$ cat src/rtl/i2c_pkg.sv
// Shared types and constants for the I2C target and its bus synchroniser.
package i2c_pkg;

    typedef enum logic [2:0] {
        ST_IDLE,
        ST_DEV_ADDR,
        ST_IDX_PTR,
        ST_WRITE,
        ST_READ
    } state_t;

    // Bit-counter value at which the capture edge is the ACK slot
    localparam logic [3:0] BIT_ACK = 4'd8;

    // Number of synchroniser flops on each pad input
    localparam int unsigned SYNC_DEPTH = 2;

endpackage

$ cat src/rtl/i2c_bus_sync.sv
// Pad synchroniser and START/STOP/capture/update detector for an I2C bus.
module i2c_bus_sync
    import i2c_pkg::*;
(
    input  logic clk,
    input  logic rst,
    input  logic scl,
    input  logic sda,
    output logic sda_s,
    output logic start_det,
    output logic stop_det,
    output logic capture,
    output logic update
);

    logic [SYNC_DEPTH-1:0] scl_sync;
    logic [SYNC_DEPTH-1:0] sda_sync;
    logic                  scl_s;
    logic                  scl_d;
    logic                  sda_d;

    // Synchronise both pads and keep one history sample for edge detection
    always_ff @(posedge clk) begin
        if (rst) begin
            scl_sync <= '1;
            sda_sync <= '1;
            scl_d    <= 1'b1;
            sda_d    <= 1'b1;
        end else begin
            scl_sync <= {scl_sync[SYNC_DEPTH-2:0], scl};
            sda_sync <= {sda_sync[SYNC_DEPTH-2:0], sda};
            scl_d    <= scl_sync[SYNC_DEPTH-1];
            sda_d    <= sda_sync[SYNC_DEPTH-1];
        end
    end

    assign scl_s = scl_sync[SYNC_DEPTH-1];
    assign sda_s = sda_sync[SYNC_DEPTH-1];

    // Decode bus conditions from current and previous synchronised samples
    always_comb begin
        start_det = scl_s & scl_d & sda_d & ~sda_s;
        stop_det  = scl_s & scl_d & ~sda_d & sda_s;
        capture   = scl_s & ~scl_d;
        update    = ~scl_s & scl_d;
    end

endmodule

$ cat src/rtl/i2c_csr_target.sv
// I2C target bridging an external host onto the internal 8-bit CSR bus.
module i2c_csr_target
    import i2c_pkg::*;
#(
    parameter logic [6:0]  I2C_ADDR  = 7'h4a,
    parameter logic [6:0]  ADDR_MASK = 7'h7f,
    parameter int unsigned IDX_W     = 5,
    parameter int unsigned DEPTH     = 32,
    parameter bit          AUTO_INC  = 1'b1
) (
    input  logic             clk,
    input  logic             rst,
    input  logic             scl,
    input  logic             sda,
    output logic             sda_out,
    output logic [6:0]       dev_sel,
    output logic [IDX_W-1:0] csr_a,
    input  logic [7:0]       csr_di,
    output logic             csr_re,
    output logic             csr_we,
    output logic [7:0]       csr_do,
    output logic             bus_active
);

    logic             sda_s;
    logic             start_det;
    logic             stop_det;
    logic             capture;
    logic             update;

    state_t           state_q;
    state_t           state_d;
    logic [3:0]       bit_cnt;
    logic [7:0]       shift_in;
    logic [7:0]       shift_out;
    logic [IDX_W-1:0] ptr;
    logic [IDX_W-1:0] ptr_next;
    logic             load_pend;
    logic             addr_match;
    logic             idx_valid;
    logic             ack_slot;
    logic             need_ack;

    i2c_bus_sync u_sync (
        .clk       (clk),
        .rst       (rst),
        .scl       (scl),
        .sda       (sda),
        .sda_s     (sda_s),
        .start_det (start_det),
        .stop_det  (stop_det),
        .capture   (capture),
        .update    (update)
    );

    // Protocol state register
    always_ff @(posedge clk) begin
        if (rst) state_q <= ST_IDLE;
        else     state_q <= state_d;
    end

    // Next-state decode and byte-level decisions
    always_comb begin
        state_d    = state_q;
        addr_match = (shift_in[7:1] & ADDR_MASK) == (I2C_ADDR & ADDR_MASK);
        // A byte below DEPTH necessarily has no bits set above IDX_W
        idx_valid  = 32'(shift_in) < DEPTH;
        ack_slot   = capture && (bit_cnt == BIT_ACK);
        need_ack   = (bit_cnt == BIT_ACK) &&
                     (((state_q == ST_DEV_ADDR) && addr_match) ||
                      ((state_q == ST_IDX_PTR) && idx_valid) ||
                      (state_q == ST_WRITE));
        if (!AUTO_INC)                         ptr_next = ptr;
        else if (ptr == IDX_W'(DEPTH - 1))     ptr_next = '0;
        else                                   ptr_next = ptr + IDX_W'(1);

        if (start_det) begin
            state_d = ST_DEV_ADDR;
        end else if (stop_det) begin
            state_d = ST_IDLE;
        end else if (ack_slot) begin
            case (state_q)
                ST_DEV_ADDR: begin
                    if (!addr_match)      state_d = ST_IDLE;
                    else if (shift_in[0]) state_d = ST_READ;
                    else                  state_d = ST_IDX_PTR;
                end
                ST_IDX_PTR: state_d = idx_valid ? ST_WRITE : ST_IDLE;
                ST_READ:    if (sda_s) state_d = ST_IDLE;
                default:    ;
            endcase
        end
    end

    // Bit/byte datapath, CSR strobes, index pointer and SDA drive
    always_ff @(posedge clk) begin
        if (rst) begin
            bit_cnt    <= '0;
            shift_in   <= '0;
            shift_out  <= '0;
            ptr        <= '0;
            load_pend  <= 1'b0;
            sda_out    <= 1'b1;
            dev_sel    <= '0;
            csr_we     <= 1'b0;
            csr_do     <= '0;
            bus_active <= 1'b0;
        end else begin
            csr_we    <= 1'b0;
            load_pend <= 1'b0;
            if (start_det) begin
                bus_active <= 1'b1;
                bit_cnt    <= '0;
                sda_out    <= 1'b1;
            end else if (stop_det) begin
                bus_active <= 1'b0;
                sda_out    <= 1'b1;
            end else begin
                if (capture) begin
                    shift_in <= {shift_in[6:0], sda_s};
                    bit_cnt  <= (bit_cnt == BIT_ACK) ? '0 : bit_cnt + 4'd1;
                end
                // Write pointer advances after the strobe so csr_a holds during csr_we
                if (csr_we) ptr <= ptr_next;
                if (ack_slot) begin
                    case (state_q)
                        ST_DEV_ADDR: begin
                            if (addr_match) begin
                                dev_sel <= shift_in[7:1];
                                if (shift_in[0]) load_pend <= 1'b1;
                            end
                        end
                        ST_IDX_PTR: if (idx_valid) ptr <= shift_in[IDX_W-1:0];
                        ST_WRITE: begin
                            csr_we <= 1'b1;
                            csr_do <= shift_in;
                        end
                        ST_READ: begin
                            ptr <= ptr_next;
                            if (!sda_s) load_pend <= 1'b1;
                        end
                        default: ;
                    endcase
                end
                if (load_pend) shift_out <= csr_di;
                if (update) begin
                    if (state_q == ST_IDLE) begin
                        sda_out <= 1'b1;
                    end else if (need_ack) begin
                        sda_out <= 1'b0;
                    end else if ((state_q == ST_READ) && (bit_cnt != BIT_ACK)) begin
                        sda_out   <= shift_out[7];
                        shift_out <= {shift_out[6:0], 1'b0};
                    end else begin
                        sda_out <= 1'b1;
                    end
                end
                if ((state_d == ST_IDLE) && (state_q != ST_IDLE)) sda_out <= 1'b1;
            end
        end
    end

    assign csr_a  = ptr;
    assign csr_re = load_pend;

endmodule

$ cat config.mk
export PLATFORM = sky130hd
export DESIGN_NAME = i2c_csr_target
export DESIGN_NICKNAME = d
export VERILOG_FILES = /design/src/rtl/i2c_pkg.sv /design/src/rtl/i2c_bus_sync.sv /design/src/rtl/i2c_csr_target.sv
export SDC_FILE = /design/constraint.sdc
export NUM_CORES = 1
export LEC_CHECK = 0
export CORE_MARGIN = 1.5
export CORE_UTILIZATION = 45
export CTS_BUF_LIST = sky130_fd_sc_hd__clkbuf_16
export DETAILED_ROUTE_END_ITERATION = 8
export GPL_TIMING_DRIVEN = 1
export HOLD_SLACK_MARGIN = 0.08
export PLACE_DENSITY = 0.75
export SETUP_SLACK_MARGIN = 0.15
export SLEW_MARGIN = 15
export SYNTH_ARGS = -nofsm -noshare
export SYNTH_HDL_FRONTEND = slang
export SYNTH_SLANG_ARGS = --single-unit
$ cat constraint.sdc
create_clock -name clk -period 1.96 [get_ports clk]
set_input_delay 0.392 -clock clk [delete_from_list [all_inputs] [get_ports clk]]
set_output_delay 0.392 -clock clk [all_outputs]
set_load 0.01 [all_outputs]
# After elaboration in Yosys (flattened, before gate mapping)
# Index checks and enable logic that the tools add are counted.
[word_totals]
reg_bits = 53
inputBits = 12
output_inout_bits = 24
wordCells = 89
[classes]
addsub = 2
n_lt_le_gt_ge = 1
eq_ne = 8
mux = 29
bitwise_logic = 14
reduce_logical = 20
[ops]
columns = ["cell", "count"]
rows = [
  ["8-bit 2-to-1 mux", 5],
  ["5-bit 2-to-1 mux", 4],
  ["3-bit 2-to-1 mux", 6],
  ["5-bit one-hot mux with 2 select lines", 1],
  ["1-bit 2-to-1 mux", 9],
  ["3-bit one-hot mux with 3 select lines", 1],
  ["8-bit by 6-bit less-than comparator with 1-bit output (second input constant)", 1],
  ["4-bit OR reduction", 2],
  ["1-bit bitwise AND", 7],
  ["7-bit == test (second input constant)", 1],
  ["1-bit inverter", 7],
  ["3-bit by 2-bit == test with 1-bit output (second input constant)", 2],
  ["1-bit logical AND", 6],
  ["3-bit zero test", 2],
  ["5-bit by 1-bit adder with 5-bit output (second input constant)", 1],
  ["5-bit == test (second input constant)", 1],
  ["5-bit AND reduction", 1],
  ["4-bit by 1-bit adder with 4-bit output (second input constant)", 1],
  ["4-bit == test (second input constant)", 1],
  ["4-bit 2-to-1 mux", 1],
  ["4-bit inequality test (second input constant)", 1],
  ["2-bit AND reduction", 2],
  ["4-bit AND reduction", 1],
  ["3-bit by 1-bit == test with 1-bit output (second input constant)", 1],
  ["other kinds (8)", 9],
]

# Longest topological paths before layout
# Gate-level depths: netlist of run 1.
[depth]
depth_word = 9
depth_mapped = 8

# By module
# Synthesis of run 1 repeated with hierarchy kept, for this count alone.
[hier_totals]
hier_cells = 279
hier_area_um2 = 2462.4
[modules_own_cells]
columns = ["mod", "instances", "cells_per_inst", "area_each_um2", "seq_area_each_um2"]
rows = [
  ["i2c_csr_target", 1, 263, 2272.2, 940.9],
  ["i2c_bus_sync", 1, 16, 190.2, 120.1],
]

# Worst setup path before layout of run 1
# OpenSTA, ideal clock, no wires.
[synth_timing]
path_type = "register -> register"
startpoint = "register ptr[0], in the netlist csr_a[0]"
endpoint = "register ptr[2], in the netlist csr_a[2]"
setup_time_ns = 0.075
arrival_ns = 1.783
required_time_ns = 1.885
slack_ns = 0.102
stages_incl_launch_ff = 9
path_buffers = 0
synth_period_minus_slack_ns = 1.858
path_cell_list = "dfxtp_1 ha_1 and3_1 ha_1 nand2b_1 nor3b_1 a21oi_1 or2_2 o22ai_1"
[synth_via]
elab_chain_cells = 6
elab_cells_between_ends = 7
cone_classes = "add/sub (1); eq/ne (1); mux (5)"
[synth_rtl]
columns = ["item", "line", "rtl"]
rows = [
  ["start, declared", "i2c_csr_target.sv:36", "logic [IDX_W-1:0] ptr;"],
  ["start signal, assigned", "i2c_csr_target.sv:124", "if (csr_we) ptr <= ptr_next;"],
  ["start signal, assigned", "i2c_csr_target.sv:133", "ST_IDX_PTR: if (idx_valid) ptr <= shift_in[IDX_W-1:0];"],
  ["start signal, assigned", "i2c_csr_target.sv:139", "ptr <= ptr_next;"],
  ["5-bit by 1-bit adder with 5-bit output or 5-bit == test (tied branches)", "i2c_csr_target.sv:75, i2c_csr_target.sv:74", ""],
  ["5-bit 2-to-1 mux (*)", "i2c_csr_target.sv:74", "else if (ptr == IDX_W'(DEPTH - 1)) ptr_next = '0;"],
  ["5-bit 2-to-1 mux", "i2c_csr_target.sv:124", ""],
  ["5-bit 2-to-1 mux", "i2c_csr_target.sv:133", ""],
  ["5-bit one-hot mux with 2 select lines", "i2c_csr_target.sv:126", "case (state_q)"],
  ["5-bit 2-to-1 mux (*)", "i2c_csr_target.sv:125", "if (ack_slot) begin"],
]
# Every way passes the cells marked *; elsewhere a longest branch is shown, timed or not.
# A chain may end at the register's enable or synchronous reset.

# Final worst setup path of run 1
# Same ends and word-level chain as after synthesis.

==> results of run 1 <==
[logic make-up after synthesis]
| group | Yosys count |
|---|---|
| mux | 12 |
| xor+xnor | 7 |
| flops | 53 |
| buf+inv | 24 |
| compound gates | 62 |
| simple gates | 125 |
| fa+ha+maj | 4 |
[routing by layer]
| metal | wire length, um | track usage | vias up |
|---|---|---|---|
| met5 | 0 | 0 | - |
| met4 | 47 | 0.0600 | 0 |
| met3 | 319 | 0.0412 | 5 |
| met2 | 2880 | 0.355 | 59 |
| met1 | 2730 | 0.267 | 1027 |
| li1 | - | - | 1101 |
[stage by stage]
stage,setup slack [ns],std cells,utilization,hold WS [ns],area (um2)
after CTS,0.116,401,0.614,0.410,3200
after floorplan,0.178,287,-,0.389,2490
final,0.193,402,0.629,0.410,3270
after detailed placement,0.0538,392,0.571,0.394,2970
after global placement,0.143,392,0.571,0.393,2970
after global routing,0.113,402,0.629,0.422,3270
[sequential cells by signal (all words and copies together), names as in the netlist, 2 cells and up]
name,cells
bit_cnt,4
csr_a,5
csr_do,8
dev_sel,7
shift_in,8
shift_out,8
state_q,3
u_sync.scl_sync,2
u_sync.sda_sync,2
[cells in the mapped netlist (2+ instances only)]
| cell type | count |
|---|---|
| clkbuf_1 | 7 |
| a2bb2oi_1 | 2 |
| dfxtp_1 | 53 |
| nand3_1 | 10 |
| a22oi_1 | 3 |
| or2_2 | 9 |
| nand2b_1 | 4 |
| a21oi_1 | 15 |
| mux2i_1 | 11 |
| xor2_1 | 2 |
| buf_2 | 7 |
| a22o_1 | 2 |
| o21ai_0 | 9 |
| or3_4 | 2 |
| nor2_1 | 34 |
| nand3b_1 | 3 |
| a211oi_1 | 2 |
| and3_1 | 3 |
| nor2b_1 | 5 |
| nor3_1 | 9 |
| a21o_1 | 2 |
| xnor2_1 | 5 |
| ha_1 | 4 |
| nand2_1 | 28 |
| and2_1 | 5 |
| or3_1 | 2 |
| o22ai_1 | 8 |
| a311oi_1 | 6 |
| inv_1 | 7 |
[worst max-delay path by stage]
stage / endpoint / start / cells past startpoint / slack [ns]
detailed placement: csr_a[2] / csr_a[0] / 8 / 0.05
CTS: csr_we / csr_we / 1 / 0.12
finish: csr_a[2] / csr_a[0] / 8 / 0.19
floorplan: csr_a[2] / csr_a[1] / 8 / 0.18
global placement: csr_a[2] / csr_a[0] / 8 / 0.14
global route: csr_a[2] / csr_a[0] / 8 / 0.11
[area by class of cell]
cell class	count	area [um2]	area share
well taps	70	87.6	0.0268
multi-input cells	210	1390	0.425
clock buffers	5	125	0.0382
repair buffers	54	500	0.153
inverters	7	26.3	0.00803
clock inverters	3	68.8	0.0210
flip-flops and latches	53	1070	0.328
[repair_timing]
item	4_1_cts	5_1_grt
setup endpoints to repair	13	23
buffers inserted	1	1
gates resized for setup	6	18
pin swaps	1	4
[power breakdown]
part           switching, mW  internal [mW]
logic                 0.0675         0.0675
registers             0.0122           1.09
clock network          0.402          0.736
==> flow_summary.toml, run 1 <==
[power_and_ir_drop]
p_per_area_mw_per_mm2 = 725
p_leak_nw = 1.18
power_mw = 2.37
peakVddDrop_mv = 0.610

[worst_hold_path]
hold_path_class = "flip-flop to flip-flop"
hold_depth = 1
hp-start = "u_sync.scl_sync[0]"
hold_end = "u_sync.scl_sync[1]"

[sta]
fin_tns_setup_ns = 0
finalSetupViolations = 0
timing.fmax_ghz = 0.566
relSlewSlack = 0.646
fin_crit_sh = 0.901
rsz0062_at_grt = "true"
finalHoldViolCount = 0
tightestPinTransition_ns = 0.528
skew_ns = 0.00583
final_max_slew_viol_count = 0
fin_crit_ns = 1.77

[yosys]
synthTopCellsByArea = "dfxtp_1, nor2_1, mux2i_1, nand2_1, a21oi_1"
yosys_most_used_dff = "dfxtp_1"
async_reset_ff_frac = 0
yosysTopAreaCellShare = 0.426
ys_ff_latch = 53
yosysSeqAreaShare = 0.426
synth-adder-area-share = 0.0201
syn_inst = 287
synth_edf_count = 0
synthesis.area_mm2 = 0.00249
avgSynthCellArea_um2 = 8.67
synthSimpleGateAreaFrac = 0.260
yosys_warnings = 0
synth_compound_area_frac = 0.175
synth_top_area_cell = "dfxtp_1"
synth_xor_area_frac = 0.0246
synth_top_family_by_area = "simple AND/OR/NAND/NOR gates"
syn-num-nets = 303
yosys.cell_types.count = 57
synth.area.mux_share = 0.0488

[drt]
vias = 2192
first_pass_iters = 4
drc = 0
wl_per_cell_um = 14.9
drt_iter0_drc = 187
wl_um = 5980
final_antenna_net_count = 0
avgViaCountPerCell = 5.45

[cts]
cts_made_buffers = 5
clk_pin_slew_ns = 0.07
cts.sinks = 53
clk-insertion-delay-late_ns = 0.29
cts_hold_buf = 0
cts_root_buf = "clkbuf_16"
cts_buffer_depth = 2
cts_tree = "yes"
cts_max_level = 2

[floorplan]
io_pins = 36
start_util = 0.478
core-area_mm2 = 0.00520
die_area_mm2 = 0.00599
die_w_um = 77.4
die_h_um = 77.4
row_count = 26

[critical_path]
rr_endpoint = "csr_a[2]"
cp-start-kind = "flip-flop"
max_stage_delay_ns = 0.37
cp_top_family = "simple AND/OR/NAND/NOR gates"
cp.arrival_ns = 1.99
crit_type = "flip-flop to flip-flop"
slowest_stage = "dfxtp_4"
crit_required_ns = 2.18
endpoint_kind = "flip-flop"
reg2reg_depth = 8
rrSetupSlack_ns = 0.19
r2r-start = "csr_a[0]"
cp_cell_sequence = "ha_2 -> and3_4 -> ha_4 -> nand2b_4 -> nor3b_2 -> a21oi_1 -> or2_2 -> o22ai_1"
worst-path-max-fanout = 6
crit_buf_inv = 0

[finish]
final_cell_mix = "dfxtp_1, clkdlybuf4s50_1, nor2_1, nand2_1, buf_4"
fillers = 449
n_antenna_cell = 0
drive_gt1_frac = 0.196
fin_nets = 347
final_common_cell = "dfxtp_1"
syn_to_final_growth_pct = 31.5

[grt]
gr-total-overflow = 0
grt_pass1_wl_um = 10100
antenna_found_initial = 0
grt_pass1_vias = 2128
grt_max_degree = 19
grt.total_usage = 0.208

[place]
dp_hpwl_um = 4090
gp_congestion = 0.837
numPortBuffers = 35

[flow_run]
drv_cap = 0

[status]
status = "finished, final reports clean"
Note: power is estimated with default switching activity, not from simulation.
==> run 2: changes to the inputs <==
--- a/config.mk
+++ b/config.mk
@@ -5,14 +5,15 @@
 export SDC_FILE = /design/constraint.sdc
 export NUM_CORES = 1
 export LEC_CHECK = 0
+export ABC_CLOCK_PERIOD_IN_PS = 1960
 export CORE_MARGIN = 1.5
-export CORE_UTILIZATION = 45
+export CORE_UTILIZATION = 54
 export CTS_BUF_LIST = sky130_fd_sc_hd__clkbuf_16
 export DETAILED_ROUTE_END_ITERATION = 8
 export GPL_TIMING_DRIVEN = 1
 export HOLD_SLACK_MARGIN = 0.08
-export PLACE_DENSITY = 0.75
-export SETUP_SLACK_MARGIN = 0.15
+export PLACE_DENSITY = 0.86
+export SETUP_SLACK_MARGIN = 0.3
 export SLEW_MARGIN = 15
 export SYNTH_ARGS = -nofsm -noshare
 export SYNTH_HDL_FRONTEND = slang
==> flow_summary.toml, run 2 (synthesized netlist as in run 1, its figures left out) <==
[critical_path]
max_stage_delay_ns = 0.32
crit_buf_inv = 3
cp-start-kind = "flip-flop"
endpoint_kind = "flip-flop"
crit_type = "flip-flop to flip-flop"
crit_required_ns = 2.15
slowest_stage = "dfxtp_2"
critPathMostFrequentCell = "buf_4"
worst-path-max-fanout = 4
cp.arrival_ns = 2.01
cp_top_family = "compound AO/OA/AOI/OAI gates"
cp_cell_sequence = "inv_2 -> ha_4 -> nand3b_1 -> nor2_2 -> buf_4 -> buf_4 -> a311oi_2 -> o21a_1 -> o311ai_1"

[drt]
first_pass_iters = 5
vias = 2476
wl_per_cell_um = 18.9
drc = 0
drt_iter0_drc = 258
wl_um = 7440
avgViaCountPerCell = 6.28
final_antenna_net_count = 0

[sta]
holdWs_ns = 0.410
final_max_slew_viol_count = 0
fin_tns_setup_ns = 0
rsz0062_at_grt = "true"
finalHoldViolCount = 0
relSlewSlack = 0.717
timing.fmax_ghz = 0.550
fin_crit_ns = 1.82
finalSetupViolations = 0
tightestPinTransition_ns = 0.422
skew_ns = 0.00377
fin_crit_sh = 0.928

[cts]
cts.sinks = 53
clk_pin_slew_ns = 0.06
cts_root_buf = "clkbuf_16"
cts_max_level = 2
clk-insertion-delay-late_ns = 0.29
cts_tree = "yes"
cts_made_buffers = 5
cts_buffer_depth = 2

[finish]
drive_gt1_frac = 0.278
final_common_cell = "dfxtp_1"
final_cell_mix = "dfxtp_1, clkdlybuf4s50_1, nor2_1, nand2_1, buf_4"
reg_top3 = "csr_do x8, shift_in x8, shift_out x8"
syn_to_final_growth_pct = 37.8
final_core_util = 0.782
fin_nets = 357
n_antenna_cell = 0
final_cells = 394
final_cell_area_mm2 = 0.00343

[grt]
grt_max_degree = 49
grt_pass1_wl_um = 10600
grt.total_usage = 0.264
grt_pass1_vias = 2232
antenna_found_initial = 0
gr-total-overflow = 0

[floorplan]
start_util = 0.568
row_count = 24
die_w_um = 70.9
io_pins = 36
core-area_mm2 = 0.00438
die_area_mm2 = 0.00502
die_h_um = 70.9

[place]
gp_congestion = 0.843
dp_hpwl_um = 3930
dpl.cell_count = 372
dpl_cell_area_mm2 = 0.00298
numPortBuffers = 35

[flow_run]
drv_cap = 0

[power_and_ir_drop]
p_per_area_mw_per_mm2 = 601
p_leak_nw = 1.25
peakVddDrop_mv = 0.503

[status]
status = "finished, final reports clean"

[worst_hold_path]
hold_path_class = "flip-flop to flip-flop"
run 2: changes by cell type in the layout (fill, tap and decap cells not counted), moves of 2 or more:
cell	change
buf_4	+7
ha_4	+2
or2_2	-2
buf_6	+2
inv_2	+2
dfxtp_1	-5
nor2_1	-2
dfxtp_4	+5
bufinv_16	-2
or2_4	+2
nor3_1	-2
run 2: worst paths after layout:
kind / start / to / slack (ns) / cells after the start
max: bit_cnt[1] / sda_out / 0.14 / 9
min: u_sync.scl_sync[0] / u_sync.scl_sync[1] / 0.41 / 1
max reg2reg: bit_cnt[1] / sda_out / 0.14 / 9
min reg2reg: u_sync.scl_sync[0] / u_sync.scl_sync[1] / 0.41 / 1
run 2: final cells by class:
cell class | instances | area [um2]
multi-input combinational | 210 | 1510
sequential | 53 | 1090
clock inverter | 3 | 11.3
tap | 52 | 65.1
timing repair buffer | 64 | 598
fill | 290 | 955
inverter | 7 | 26.3
clock buffer | 5 | 125
run 2: timing repair:
item	4_1_cts	5_1_grt
gates resized for setup	27	32
cloned	1	0
pin swaps	6	8
endpoints found under the hold margin	0	0
endpoints found under the setup margin	28	27
setup buffers	9	4
hold buffers	0	0
run 2: worst register-to-register path: stages, from the launching register on:
cell	delay [ns]
dfxtp_2	0.32
inv_2	0.08
ha_4	0.14
nand3b_1	0.14
nor2_2	0.23
buf_4	0.16
buf_4	0.12
a311oi_2	0.10
o21a_1	0.14
o311ai_1	0.29
run 2: power breakdown:
| part | switching [mW] | total (mW) | leakage [nW] | internal (mW) |
|---|---|---|---|---|
| Sequential | 0.0121 | 1.09 | 0.436 | 1.08 |
| Combinational | 0.0744 | 0.143 | 0.740 | 0.0682 |
| Clock | 0.366 | 0.826 | 0.0776 | 0.460 |
run 2: per-stage QoR:
step / setup WS, ns / total power, mW
global placement: 0.231 / 1.24
finish: 0.140 / 2.06
CTS: 0.298 / 2.05
floorplan: 0.305 / 1.19
detailed placement: 0.147 / 1.25
global route: 0.106 / 2.12
run 2: per-layer routing:
metal | share of wire | global-route usage | wire length [um] | up-vias
met2 | 0.48 | 0.414 | 3580 | 160
met3 | 0.088 | 0.0613 | 655 | 37
met1 | 0.38 | 0.347 | 2860 | 1157
met4 | 0.047 | 0.124 | 346 | 0
met5 | 0 | 0 | 0 | -
li1 | - | - | - | 1122
==> run 3: changes to the inputs <==
--- a/config.mk
+++ b/config.mk
@@ -14,6 +14,7 @@
 export HOLD_SLACK_MARGIN = 0.08
 export PLACE_DENSITY = 0.86
 export SETUP_SLACK_MARGIN = 0.3
+export SKIP_LAST_GASP = 1
 export SLEW_MARGIN = 15
 export SYNTH_ARGS = -nofsm -noshare
 export SYNTH_HDL_FRONTEND = slang
==> results of run 3 <==
Same layout as run 2: the final DEF is identical, and so are final timing and power.
